File: config.mk
export PLATFORM = sky130hd
export DESIGN_NAME = timer_ntick
export DESIGN_NICKNAME = d
export VERILOG_FILES = /design/src/rtl/timer_ntick.sv
export SDC_FILE = /design/constraint.sdc
export NUM_CORES = 1
export LEC_CHECK = 0
export ABC_AREA = 1
export BUFFER_PORTS_ARGS = -buffer_cell sky130_fd_sc_hd__buf_2
export CORE_AREA = 2 2 39 41
export DETAILED_ROUTE_END_ITERATION = 16
export DIE_AREA = 0 0 41 43
export SYNTH_ARGS = -nofsm -noshare
export SYNTH_HDL_FRONTEND = slang
export SYNTH_SLANG_ARGS = --single-unit
File: constraint.sdc
create_clock -name clk -period 2.4 [get_ports clk]
set_input_delay 0.12 -clock clk [delete_from_list [all_inputs] [get_ports clk]]
set_output_delay 0.12 -clock clk [all_outputs]
set_load 0.005 [all_outputs]
File: src/rtl/timer_ntick.sv
// Tick sequencer: prescaled tick counter 0..N_TICKS-1 with free-run and one-shot modes.
// Optional generation counter built when TIMER_NTICK_GEN_COUNT_EN is defined.
module timer_ntick #(
  parameter int TICK_W   = 3,
  parameter int N_TICKS  = 8,
  parameter int PRESCALE = 1,
  parameter int GEN_W    = 16
) (
  input  logic              clk,
  input  logic              rst,
  input  logic              ena,
  input  logic              clear,
  input  logic              oneshot,
  input  logic              start,
  output logic [TICK_W-1:0] tick_out,
  output logic              tick_stb,
  output logic              wrap,
  output logic              running,
  output logic [GEN_W-1:0]  gen_count
);

  localparam int PRE_W = (PRESCALE > 1) ? $clog2(PRESCALE) : 1;
  localparam logic [PRE_W-1:0]  PRE_LAST  = PRE_W'(PRESCALE - 1);
  localparam logic [TICK_W-1:0] TICK_LAST = TICK_W'(N_TICKS - 1);

  typedef enum logic {IDLE, RUN} state_t;

  state_t              r_state, w_state_nxt;
  logic [PRE_W-1:0]    r_pre, w_pre_nxt;
  logic [TICK_W-1:0]   r_tick, w_tick_nxt;
  logic                r_stb, w_stb_nxt;
  logic                r_wrap, w_wrap_nxt;
  logic                w_adv;

  assign w_adv = (r_state == RUN) && ena && (r_pre == PRE_LAST);

  // NOTE: every next-value variable is given a default first so no path leaves it unassigned (no latches).
  always_comb begin
    w_state_nxt = r_state;
    w_pre_nxt   = r_pre;
    w_tick_nxt  = r_tick;
    w_stb_nxt   = 1'b0;
    w_wrap_nxt  = 1'b0;
    if (clear) begin
      w_state_nxt = IDLE;
      w_pre_nxt   = '0;
      w_tick_nxt  = '0;
    end else begin
      case (r_state)
        IDLE: begin
          if (!oneshot || start) w_state_nxt = RUN;
        end
        RUN: begin
          if (w_adv) begin
            w_pre_nxt = '0;
            w_stb_nxt = 1'b1;
            // Wrapping explicitly keeps tick_out below N_TICKS for non-power-of-two counts.
            if (r_tick == TICK_LAST) begin
              w_tick_nxt = '0;
              w_wrap_nxt = 1'b1;
              if (oneshot) w_state_nxt = IDLE;
            end else begin
              w_tick_nxt = r_tick + TICK_W'(1);
            end
          end else if (ena) begin
            w_pre_nxt = r_pre + PRE_W'(1);
          end
        end
        default: w_state_nxt = IDLE;
      endcase
    end
  end

  // NOTE: state registers use non-blocking assignments and the asynchronous active-low reset.
  always_ff @(posedge clk or negedge rst) begin
    if (!rst) begin
      r_state <= IDLE;
      r_pre   <= '0;
      r_tick  <= '0;
      r_stb   <= 1'b0;
      r_wrap  <= 1'b0;
    end else begin
      r_state <= w_state_nxt;
      r_pre   <= w_pre_nxt;
      r_tick  <= w_tick_nxt;
      r_stb   <= w_stb_nxt;
      r_wrap  <= w_wrap_nxt;
    end
  end

`ifdef TIMER_NTICK_GEN_COUNT_EN
  logic [GEN_W-1:0] r_gen;

  always_ff @(posedge clk or negedge rst) begin
    if (!rst) begin
      r_gen <= '0;
    end else if (clear) begin
      r_gen <= '0;
    end else if (w_wrap_nxt) begin
      r_gen <= r_gen + GEN_W'(1);
    end
  end

  assign gen_count = r_gen;
`else
  assign gen_count = '0;
`endif

  assign tick_out = r_tick;
  assign tick_stb = r_stb;
  assign wrap     = r_wrap;
  assign running  = (r_state == RUN);

endmodule

# Yosys cells after proc, flatten, opt, wreduce, memory -nomap -nowiden
# Cells that the tools add are included.
totals:
  regBits: 7
  inputBits: 6
classes:
  mux: 21
  bitwise: 2
  n_reduce_logical: 9
  eq_ne: 1
  addsub: 2
ops:
  columns: ["operator", "n"]
  rows:
  - ["1-bit 2-to-1 mux", 16]
  - ["3-bit 2-to-1 mux", 4]
  - ["2-bit AND reduction", 2]
  - ["2-bit nonzero test", 2]
  - ["3-bit by 1-bit adder with 3-bit output, second input constant", 1]
  - ["3-bit equality test, second input constant", 1]
  - ["3-bit nonzero test", 1]
  - ["1-bit logical AND", 2]
  - ["1-bit inverter", 2]
  - ["1-bit one-hot mux with 2 select lines", 1]
  - ["1-bit adder, second input constant", 1]
  - ["1-bit zero test", 1]
  - ["1-bit logical OR", 1]

# Depth between registers and ports, before layout
# Gate-level depths: netlist of the first run.
depth:
  word_depth: 5
  mapped_depth: 7
  depth_no_buf: 7

# Least setup slack after synthesis of the first run
# OpenSTA, ideal clock, no wires.
synth_timing:
  path_kind: "reg2reg"
  from: "reg r_tick[0], in the netlist tick_out[0]"
  to: "reg r_state, in the netlist running"
  arrival_ns: 1.025
  synth_period_minus_slack_ns: 1.096
  slack_ns: 1.304
  setup_time_ns: 0.071
  stages_incl_launch_ff: 8
  path_cell_list: "dfrtp_1 ha_1 ha_1 nand2_1 inv_1 nand2_1 nand2_1 nor2_1"
synth_between:
  elab_chain_cells: 5
synth_lines:
  columns: ["element", "line_no", "rtl"]
  rows:
  - ["start: declaration", "30", "logic [TICK_W-1:0] r_tick, w_tick_nxt;"]
  - ["start signal: assignment", "85", "r_tick <= w_tick_nxt;"]
  - ["3-bit equality test", "58", "if (r_tick == TICK_LAST) begin"]
  - ["1-bit 2-to-1 mux", "58", null]
  - ["1-bit 2-to-1 mux", "54", "if (w_adv) begin"]
  - ["1-bit one-hot mux with 2 select lines", "49", "case (r_state)"]
  - ["1-bit 2-to-1 mux", "44", "if (clear) begin"]
  - ["named net w_state_nxt", "28", "state_t r_state, w_state_nxt;"]
  - ["end signal: assignment", "83", "r_state <= w_state_nxt;"]
  - ["end: declaration", "28", null]
# The timed path passes the listed nets, and every way through them passes these cells.
# A chain may end at the register's enable or synchronous reset.

# Final worst setup path of the first run
# Ends and elaborated chain as after synthesis.

==> results.txt, run 1 <==
The run finished with clean final reports. The number of library cell types mapped by synthesis was 11; the highest attainable clock frequency was 859 MHz. The post-route fraction of the period consumed by the critical path is 0.485, and the number of antenna violations at the first check in global routing is 0. Between clock sinks in the finished design, the worst skew comes to 0.00236 ns. Relative to the synthesized area, the layout overhead comes to 10.8%. The vertical die dimension works out to 43 um. The critical path in this run is classified as reg -> reg.

The most used flip-flop cell after synthesis was sky130_fd_sc_hd__dfrtp_1. Counting flops and latches in the post-synthesis netlist gives 7. The number of rows created at floorplan is 14.

Setup violations remaining at the end of the flow were counted as 0. Number of global-route vias before repair: 262. For the final cell count without fillers, the log shows 84.

In the final design database the tool counted 77 nets. Reg-to-reg critical path endpoint: running. The number of enable flip-flop cells after synthesis is 0, and the area share of the largest cell type after synthesis is 0.397.

The routed wire length per instance was 7.33 um. The async set or reset register ratio after synthesis came out at 1.00. The endpoint of the worst hold-timing path is running. In the final timing run, aggregate negative setup slack is 0 ns.

In this run the mean area of a mapped cell was 8.33 um^2. Clock slew seen by the registers of the worst setup and hold paths: 0.05 ns. In this run the horizontal extent of the chip is 41 um.

The largest single stage delay on the critical path is 0.41 ns. The final critical-path setup slack was 1.24 ns; the depth of the worst register-to-register path was 7. The pre-CTS setup slack was 1.23 ns. At the worst endpoint, the required time is 2.58 ns. Most frequent cell after synthesis: sky130_fd_sc_hd__buf_4.

For the half-perimeter wire length after placement, the log shows 516 um. Summed over all cells, the static leakage comes to 0.312 nW. Max-cap violations in this run came to 0. The worst setup path is captured at a flip-flop. Of all nets on the critical path, the largest fanout is 4. Entering global routing, the biggest net connects 8 pins. For the number of max-slew violations in the final report, the log shows 0. Ranked by total cell area, the synthesized netlist is headed by sky130_fd_sc_hd__dfrtp_1 (40%), sky130_fd_sc_hd__buf_4 (27%), sky130_fd_sc_hd__nand2_1 (10%). The signal on the critical path passes through ha_1 -> ha_1 -> nand2_1 -> inv_1 -> nand2_1 -> nand2_1 -> nor2_1. The clock period could shrink to 1.16 ns. The cell count after synthesis came out at 53.

Once the clock tree was built, the resizer swapped 0 gates to a different size. Overall power consumption after layout is estimated at 0.257 mW. Setup repair after global routing left no endpoint under its margin. The repair_antennas step left the layout with diodes totalling 0. 28 I/O pins were placed. Before antenna repair, the detailed router went through 2 iterations. Using the TritonRoute via totals, the vias-per-cell ratio works out to 3.80.

During placement, the flow inserted port buffers numbering 11. The slowest stage of the critical path is the sky130_fd_sc_hd__dfrtp_1 cell. The clock insertion delay at the later pin of the skew report is 0.25 ns.

The routed layout has 319 vias. The clock net in this run drives a total of 7 sinks. The count of placed standard cells including taps was 79; the power per standard cell area was 524 nW/um^2.

The tools report the global-route wire length before repair as 1.00 mm. The run gives 0 as the yosys synthesis warning count. For the area of the mapped netlist, the log shows 442 um^2. STA puts the critical path data arrival time at 1.34 ns. Number of fill cells: 159. The logs give 2 for the clock tree buffer depth and 0 for the number of antenna-violating nets in the routed design. At the end of routability-driven placement, the weighted congestion stood at 0.748. After synthesis, the most frequently instantiated cells are sky130_fd_sc_hd__buf_4 (16), sky130_fd_sc_hd__nand2_1 (12), sky130_fd_sc_hd__dfrtp_1 (7). Cell taking the most area after synthesis: sky130_fd_sc_hd__dfrtp_1. Type of the most critical hold path: in -> reg. The logs give 1 for the number of H-tree levels and 0.319 for the initial core utilization. The tools report the startpoint class of the critical path as a flip-flop.

The setup slack of the most critical reg-to-reg path is 1.24 ns, and the total track usage is 0.0880. After clock tree synthesis, the setup repair step added 0 buffers. The logs give 175 um^2 for the sequential standard cell area and 0.0924 ns for the worst hold slack.

The region available for standard cell placement spans 1380 um^2. The final number of hold-violating endpoints was 0; the footprint of the multi-input gates was 188 um^2. Remaining routing DRC violations: 0.

The final routed wirelength across all metal layers came out at 616 um. In this run the most critical hold path is launched from clear. Along the worst hold path, the cell count comes to 2.

The startpoint identified for the worst register-to-register timing path is tick_out[0]. For this block, the initial DRC count from the detailed router was 7. Share of the yosys chip area belonging to registers: 0.397. The die covers 1760 um^2. Critical path's most frequent cell: sky130_fd_sc_hd__nand2_1.

The share of post-route cells with drive strength above 1 was 0.235; the worst ir drop on vdd was 375 uV. In this run the clock root is driven by a sky130_fd_sc_hd__clkbuf_4. Clock tree synthesis inserted a total of 3 buffers. The total global routing overflow came out at 0.

TritonCTS built the clock tree.
## layout make-up
| class | instances | share of cell area |
|---|---|---|
| Clock buffer | 4 | 0.0537 |
| Inverter | 4 | 0.0307 |
| Multi-Input combinational cell | 41 | 0.384 |
| Sequential cell | 7 | 0.358 |
| Tap cell | 16 | 0.0409 |
| Timing Repair Buffer | 12 | 0.133 |
## repair_timing
item | CTS | global route
hold buffers | 1 | 0
endpoints found under the setup margin | 0 | 0
hold endpoints to repair | 7 | 0
## power breakdown
group / leakage (nW) / internal [mW] / switching (mW)
Sequential: 0.0947 / 0.122 / 0.00308
Clock: 0.0150 / 0.0633 / 0.0406
Combinational: 0.202 / 0.0101 / 0.0178
Total: 0.312 / 0.195 / 0.0615
## cell families (layout without fill, tap and decap cells)
group / Yosys count / after routing / share of synthesized area
simple gates: 23 / 23 / 0.232
buf+inv: 20 / 20 / 0.306
flops: 7 / 7 / 0.397
fa+ha+maj: 2 / 2 / 0.0566
other cells: 1 / 16 / 0.00849
## critical path: cells and delay by family (launching register included)
family / cells / cell delay [ns]
simple gates: 4 / 0.24
fa+ha+maj: 2 / 0.42
flops: 1 / 0.41
buf+inv: 1 / 0.04
## how the worst max path moves through the flow
stage | cells after the start | slack [ns] | from | end
finish | 7 | 1.24 | tick_out[0] | running
global route | 7 | 1.15 | tick_out[0] | running
CTS | 7 | 1.22 | tick_out[0] | running
detailed placement | 7 | 1.23 | tick_out[0] | running
global placement | 7 | 1.27 | tick_out[0] | running
floorplan | 7 | 1.30 | tick_out[0] | running
## state kept, by name, indices dropped and copies added, names as in the netlist
signal	cells
tick_out	3
r_pre	1
wrap	1
running	1
tick_stb	1
## through the flow
step,instance area (um^2),util
final,489,0.354
after global routing,489,0.354
after CTS,489,0.354
after detailed placement,453,0.327
after global placement,453,0.327
after floorplan,498,-
## cell usage in the layout, fill, tap and decap left out
cell type and instances:
sky130_fd_sc_hd__conb_1 16, sky130_fd_sc_hd__buf_2 11, sky130_fd_sc_hd__nand3_2 1, sky130_fd_sc_hd__clkbuf_4 3, sky130_fd_sc_hd__dlygate4sd3_1 1, sky130_fd_sc_hd__nor2_2 1, sky130_fd_sc_hd__ha_1 2, sky130_fd_sc_hd__nand3_1 3
sky130_fd_sc_hd__dfrtp_1 7, sky130_fd_sc_hd__nand3b_1 1, sky130_fd_sc_hd__nor2_1 5, sky130_fd_sc_hd__nand2_1 12, sky130_fd_sc_hd__inv_1 4, sky130_fd_sc_hd__clkbuf_1 1
## routing by layer
| metal | track usage | up-vias | routed length (um) |
|---|---|---|---|
| met5 | 0 | - | 0 |
| met4 | 0.0800 | 0 | 17 |
| met3 | 0.0366 | 2 | 65 |
| met2 | 0.109 | 16 | 287 |
| met1 | 0.109 | 142 | 246 |
| li1 | - | 159 | - |
Note: power is estimated with default switching activity, not from simulation.
==> inputs of run 2 (changes only) <==
--- a/config.mk
+++ b/config.mk
@@ -10,6 +10,7 @@
 export CORE_AREA = 2 2 39 41
 export DETAILED_ROUTE_END_ITERATION = 16
 export DIE_AREA = 0 0 41 43
+export PLACE_DENSITY = 0.67
 export SYNTH_ARGS = -nofsm -noshare
 export SYNTH_HDL_FRONTEND = slang
 export SYNTH_SLANG_ARGS = --single-unit
==> constraint.sdc (replaced) <==
create_clock -name clk -period 1.07 [get_ports clk]
set_input_delay 0.0535 -clock clk [delete_from_list [all_inputs] [get_ports clk]]
set_output_delay 0.0535 -clock clk [all_outputs]
set_load 0.005 [all_outputs]
==> results.txt, run 2 (synthesized netlist as in run 1, its figures left out) <==
The die is 43 um tall. The post-detailed-route via-to-cell ratio was 3.80. The tools report the final number of hold-violating endpoints as 0. The switching portion of total power was 0.241; the arrival time reported for the critical path endpoint was 1.24 ns.

The area growth from synthesis to layout works out to 19.3%. The pre-CTS setup slack came out at -0.0133 ns. The type of the most critical hold path was in -> reg. The placeable core area came out at 1380 um^2.

The TritonCTS sink count is 7, and the overall power after layout is 0.587 mW. The number of flip-flops in the largest register is 3, and the highest attainable clock frequency is 945 MHz. The number of max-slew violations in the final report is 0, and the largest fanout of any net on the critical path is 3. Setup violations remaining at the end of the flow were counted as 0.

The run gives 0.319 as the initial core utilization. The run gives 331 as the overall via count from detail_route. The run finished with clean final reports. Total track usage: 0.101. Number of global-route vias before repair: 298. Slowest library cell on the worst path: sky130_fd_sc_hd__dfrtp_1.

During placement, the flow inserted port buffers numbering 11. At the end of routability-driven placement, the weighted congestion stood at 0.680. The run gives 567 um as the half-perimeter wire length after placement.

Leaving out fill and tap cells, the most frequent cell in the layout is sky130_fd_sc_hd__conb_1. The routed wire length per instance was 8.08 um; the remaining routing DRC violations was 0. After detailed routing, the total wire length is 703 um. The signal on the critical path passes through ha_2 -> ha_4 -> nand2_1 -> inv_1 -> nand2_1 -> nand2_1 -> nor2_1.

The area enclosed by the die boundary is 1760 um^2. The floorplan step set the die width to 41 um. For this block, the initial DRC count from the detailed router was 3. TritonCTS built the clock tree. The proportion of power drawn by the clock network is 0.398.

For the final routed database, the setup TNS stands at 0 ns. Max-cap violations in this run came to 0. Internal power comes to 0.446 mW. For this design the ratio of total power to cell area is 1120 nW/um^2.

The post-route core utilization was 0.381. Setup repair after global routing could not meet its margin everywhere. The tree is rooted in a sky130_fd_sc_hd__clkbuf_4. The tools report the final layout net count as 80. Number of antenna violations at the first check in global routing: 0.

Number of rows created at floorplan: 14. For the maximum number of pins on one net before global-route repair, the log shows 8. For the worst-skew pair, the clock arrives at the later sink with an insertion delay of 0.25 ns. The maximum clock skew at final layout was 0.00170 ns; the final critical-path setup slack was 0.0123 ns. Power dissipated by switching net loads: 0.141 mW.

The post-route fraction of the period consumed by the critical path was 0.989; the top-level port count was 28. For the register share of total power, the log shows 0.473. The analysis attributes to cell leakage a power of 0.322 nW. The clock passes through at most 2 buffers. The total overflow left after global routing is 0. Minimum clock period after layout: 1.06 ns.

The share of post-route cells with drive strength above 1 is 0.296. The number of antenna-violating nets in the routed design was 0; the required time of the critical path was 1.25 ns. Hold timing on the final database bottoms out at a slack of 0.0323 ns. The startpoint class of the critical path is a flip-flop. Among the stages of the critical path, the cell type that occurs most often is sky130_fd_sc_hd__nand2_1. The count of inserted antenna diode cells is 0. The run gives 1.15 mm as the global-route wire length before repair.

The worst-case IR drop observed on VDD is 367 uV. The worst setup path is captured at a flip-flop. In this run, CTS created clock tree buffers numbering 3. Leaving out fill and tap cells, the most frequent cells in the layout are sky130_fd_sc_hd__conb_1 (16), sky130_fd_sc_hd__nand2_1 (12), sky130_fd_sc_hd__buf_2 (11).

The clock slew seen by the registers of the worst setup and hold paths works out to 0.05 ns. The tools report the relative contribution of combinational cells to total power as 0.129. Before antenna repair, the detailed router went through 2 iterations.

Category of the critical setup timing path: reg -> reg. The largest stage delay on the critical path is 0.37 ns, and the number of H-tree levels is 1.
run 2: repair_timing:
item / 4_1_cts / 5_1_grt
hold endpoints to repair: 7 / 0
setup buffers: 1 / 1
pin swaps: 1 / 1
resized for setup: 1 / 0
hold buffers: 1 / 0
endpoints found under the setup margin: 1 / 2
run 2: cell type report:
cell class                      instances  area, um^2
Clock buffer                            4        26.3
Sequential cell                         7         175
Tap cell                               16        20.0
Timing Repair Buffer                   15        87.6
Multi-Input combinational cell         41         203
Fill cell                             168         857
Inverter                                4        15.0
run 2: power by group through the flow:
stage / clock network [mW] / registers (mW) / logic [mW]
after floorplan: 0 / 0.285 / 0.0735
after global placement: 0 / 0.283 / 0.0653
after detailed placement: 0 / 0.283 / 0.0666
after CTS: 0.249 / 0.278 / 0.0718
after global routing: 0.269 / 0.279 / 0.0901
final: 0.234 / 0.278 / 0.0758
run 2: final timing paths:
| check | start | endpoint | slack (ns) | depth (start not counted) |
|---|---|---|---|---|
| setup / recovery | tick_out[0] | running | 0.01 | 7 |
| hold / removal | clear | r_pre | 0.03 | 2 |
| setup reg to reg | tick_out[0] | running | 0.01 | 7 |
| hold reg to reg | r_pre | r_pre | 0.53 | 2 |
| max in group asynchronous | rst | wrap | 0.75 | 2 |
| min in group asynchronous | rst | tick_out[1] | 0.17 | 2 |
run 2: critical path, delay by kind of cell, from the launching register on:
kind	cells	cell delay, ns
flops	1	0.37
simple gates	4	0.22
fa+ha+maj	2	0.36
buf+inv	1	0.03
run 2: routing by layer:
| layer | track usage | up-vias | part of all wire |
|---|---|---|---|
| met5 | 0 | - | 0 |
| met4 | 0.0800 | 0 | 0 |
| met3 | 0.0314 | 0 | 0.078 |
| met2 | 0.128 | 14 | 0.48 |
| met1 | 0.135 | 151 | 0.44 |
| li1 | - | 166 | - |
run 2: through the flow:
step	instance area, um^2	instances
finish	527	87
global route	527	87
detailed placement	465	80
CTS	519	86
global placement	465	80
floorplan	503	68
==> inputs of run 3 (changes only) <==
--- a/config.mk
+++ b/config.mk
@@ -10,7 +10,7 @@
 export CORE_AREA = 2 2 39 41
 export DETAILED_ROUTE_END_ITERATION = 16
 export DIE_AREA = 0 0 41 43
-export PLACE_DENSITY = 0.67
+export SKIP_CTS_REPAIR_TIMING = 1
 export SYNTH_ARGS = -nofsm -noshare
 export SYNTH_HDL_FRONTEND = slang
 export SYNTH_SLANG_ARGS = --single-unit
==> constraint.sdc (replaced) <==
create_clock -name clk -period 1.3 [get_ports clk]
set_input_delay 0.065 -clock clk [delete_from_list [all_inputs] [get_ports clk]]
set_output_delay 0.065 -clock clk [all_outputs]
set_load 0.005 [all_outputs]
==> results.txt, run 3 (synthesized netlist as in run 1, its figures left out) <==
The run finished with clean final reports. STA classifies the critical path endpoint as a flip-flop. The logs give 3 for the number of clock buffers inserted by TritonCTS and 0 for the count of inserted antenna diode cells.

The first global-routing pass estimated 1.12 mm of wire. The final total negative setup slack was 0 ns. The leading cell type in the layout, fill and taps excluded was sky130_fd_sc_hd__conb_1. Timing analysis after detailed placement gives a worst setup slack of 0.146 ns.

The tools report the number of max-slew violations in the final report as 0. The tightest min-delay check is of the in -> reg type. For the total track usage, the log shows 0.0992. The detailed-routing iteration count for the pre-antenna-repair pass came out at 1. The number of buffer and inverter stages on the critical path works out to 1.

The startpoint class of the critical path is a flip-flop. For the final database, setup skew stands at 0.000315 ns. The final number of hold-violating endpoints came out at 0. TritonCTS built the clock tree. The post-route fraction of the period consumed by the critical path came out at 0.898. 28 I/O pins were placed.

The tool flagged a number of max-cap violations equal to 0. The share of post-route cells with drive strength above 1 was 0.235. The worst ir drop on vdd was 409 uV.

Setup violations remaining at the end of the flow were counted as 0. The setup slack of the most critical reg-to-reg path is 0.13 ns, and the post-detailed-route via-to-cell ratio is 3.92. At the later pin of the worst-skew pair, clock insertion delay measures 0.24 ns. The count of buffers from port buffering was 11. Initial core utilization: 0.319.

The tools report the clock tree root driver cell as sky130_fd_sc_hd__clkbuf_4. The number of global-route vias before repair is 302, and the half-perimeter wire length after placement is 543 um. TritonCTS sink count: 7. Setup repair after global routing left no endpoint under its margin. In this run the power density over the cells is 973 nW/um^2. Vertical die dimension: 43 um. The family with the most delay on the worst path is adder cells.

The number of flip-flops in the largest register came out at 3. The required time of the critical path is 1.48 ns. The tools report the leakage component of the power as 0.312 nW. The slowest library cell on the worst path is sky130_fd_sc_hd__dfrtp_1. The largest fanout of any net on the critical path works out to 4.

The library cells used most frequently in the layout, excluding fill and tap cells, are sky130_fd_sc_hd__conb_1 (16), sky130_fd_sc_hd__nand2_1 (12), sky130_fd_sc_hd__buf_2 (11). After detailed routing, the average wire length per cell comes to 8.14 um. The number of antenna violations at the first check in global routing was 0. In this design, the stage delay of the slowest critical-path cell is 0.41 ns. The remaining routing DRC violations is 0, and the minimum clock period after layout is 1.17 ns. In this run the remaining antenna-violating nets after routing total 0. Compared with the post-synthesis result, the final layout area differs by 10.8%.

The critical path's most frequent cell is sky130_fd_sc_hd__nand2_1. The critical path goes through ha_1 -> ha_1 -> nand2_1 -> inv_1 -> nand2_1 -> nand2_1 -> nor2_1. After the last flow step, the layout net total stands at 77.

For the overall via count from detail_route, the log shows 329. The critical path in this run is classified as reg -> reg. The placeable core area is 1380 um^2, and the clock tree buffer depth is 2. Fill cells in the final layout number 157. In this run, the number of DRC markers left after iteration 0 of detailed routing was 0. The floorplan has 14 rows.

After clock tree synthesis, the clock-pin slew on the worst setup and hold paths is 0.05 ns. The run gives 0.743 as the weighted congestion reported at the end of routability-driven placement. The number of H-tree levels was 1. Highest attainable clock frequency: 856 MHz. The horizontal die dimension came out at 41 um. After detailed routing, the total wire length is 684 um. The die covers 1760 um^2. The final critical-path setup slack was 0.132 ns. The post-route core utilization was 0.354. The logs give 8 for the maximum number of pins on one net before global-route repair and 1.35 ns for the arrival time reported for the critical path endpoint. The total overflow left after global routing is 0.
## run 3: area by class of cell
type | instances | area, um^2 | share of cell area
Multi-Input combinational cell | 41 | 188 | 0.384
Clock buffer | 4 | 26.3 | 0.0537
Sequential cell | 7 | 175 | 0.358
Inverter | 4 | 15.0 | 0.0307
Tap cell | 16 | 20.0 | 0.0409
Timing Repair Buffer | 12 | 65.1 | 0.133
## run 3: power breakdown
part           leakage (nW)  internal [mW]  switching (mW)
clock network        0.0150          0.117          0.0765
logic                 0.202         0.0187          0.0336
registers            0.0947          0.225         0.00579
## run 3: path summary, 6_finish.rpt
kind | start | endpoint | depth (start not counted)
max in group asynchronous | rst | tick_out[2] | 2
min in group asynchronous | rst | tick_out[1] | 2
worst min register to register | r_pre | r_pre | 2
worst min-delay path | clear | wrap | 2
worst max-delay path | tick_out[0] | running | 7
worst max register to register | tick_out[0] | running | 7
## run 3: through the flow
stage          power [mW]  instance area, um^2  cells  hold WS [ns]
2_1_floorplan       0.295                  498     68        -0.231
3_3_place_gp        0.283                  453     79       -0.0947
3_5_place_dp        0.284                  453     79       -0.0905
4_1_cts             0.487                  479     83        -0.363
5_1_grt             0.513                  489     84        0.0480
6_report            0.476                  489     84        0.0397
## run 3: per-layer routing
metal / wire length (um) / part of all wire / up-vias / track usage
li1: - / - / 160 / -
met1: 279 / 0.41 / 153 / 0.109
met2: 351 / 0.51 / 14 / 0.147
met3: 48 / 0.070 / 2 / 0.0314
met4: 4 / 0.0058 / 0 / 0.0800
met5: 0 / 0 / - / 0
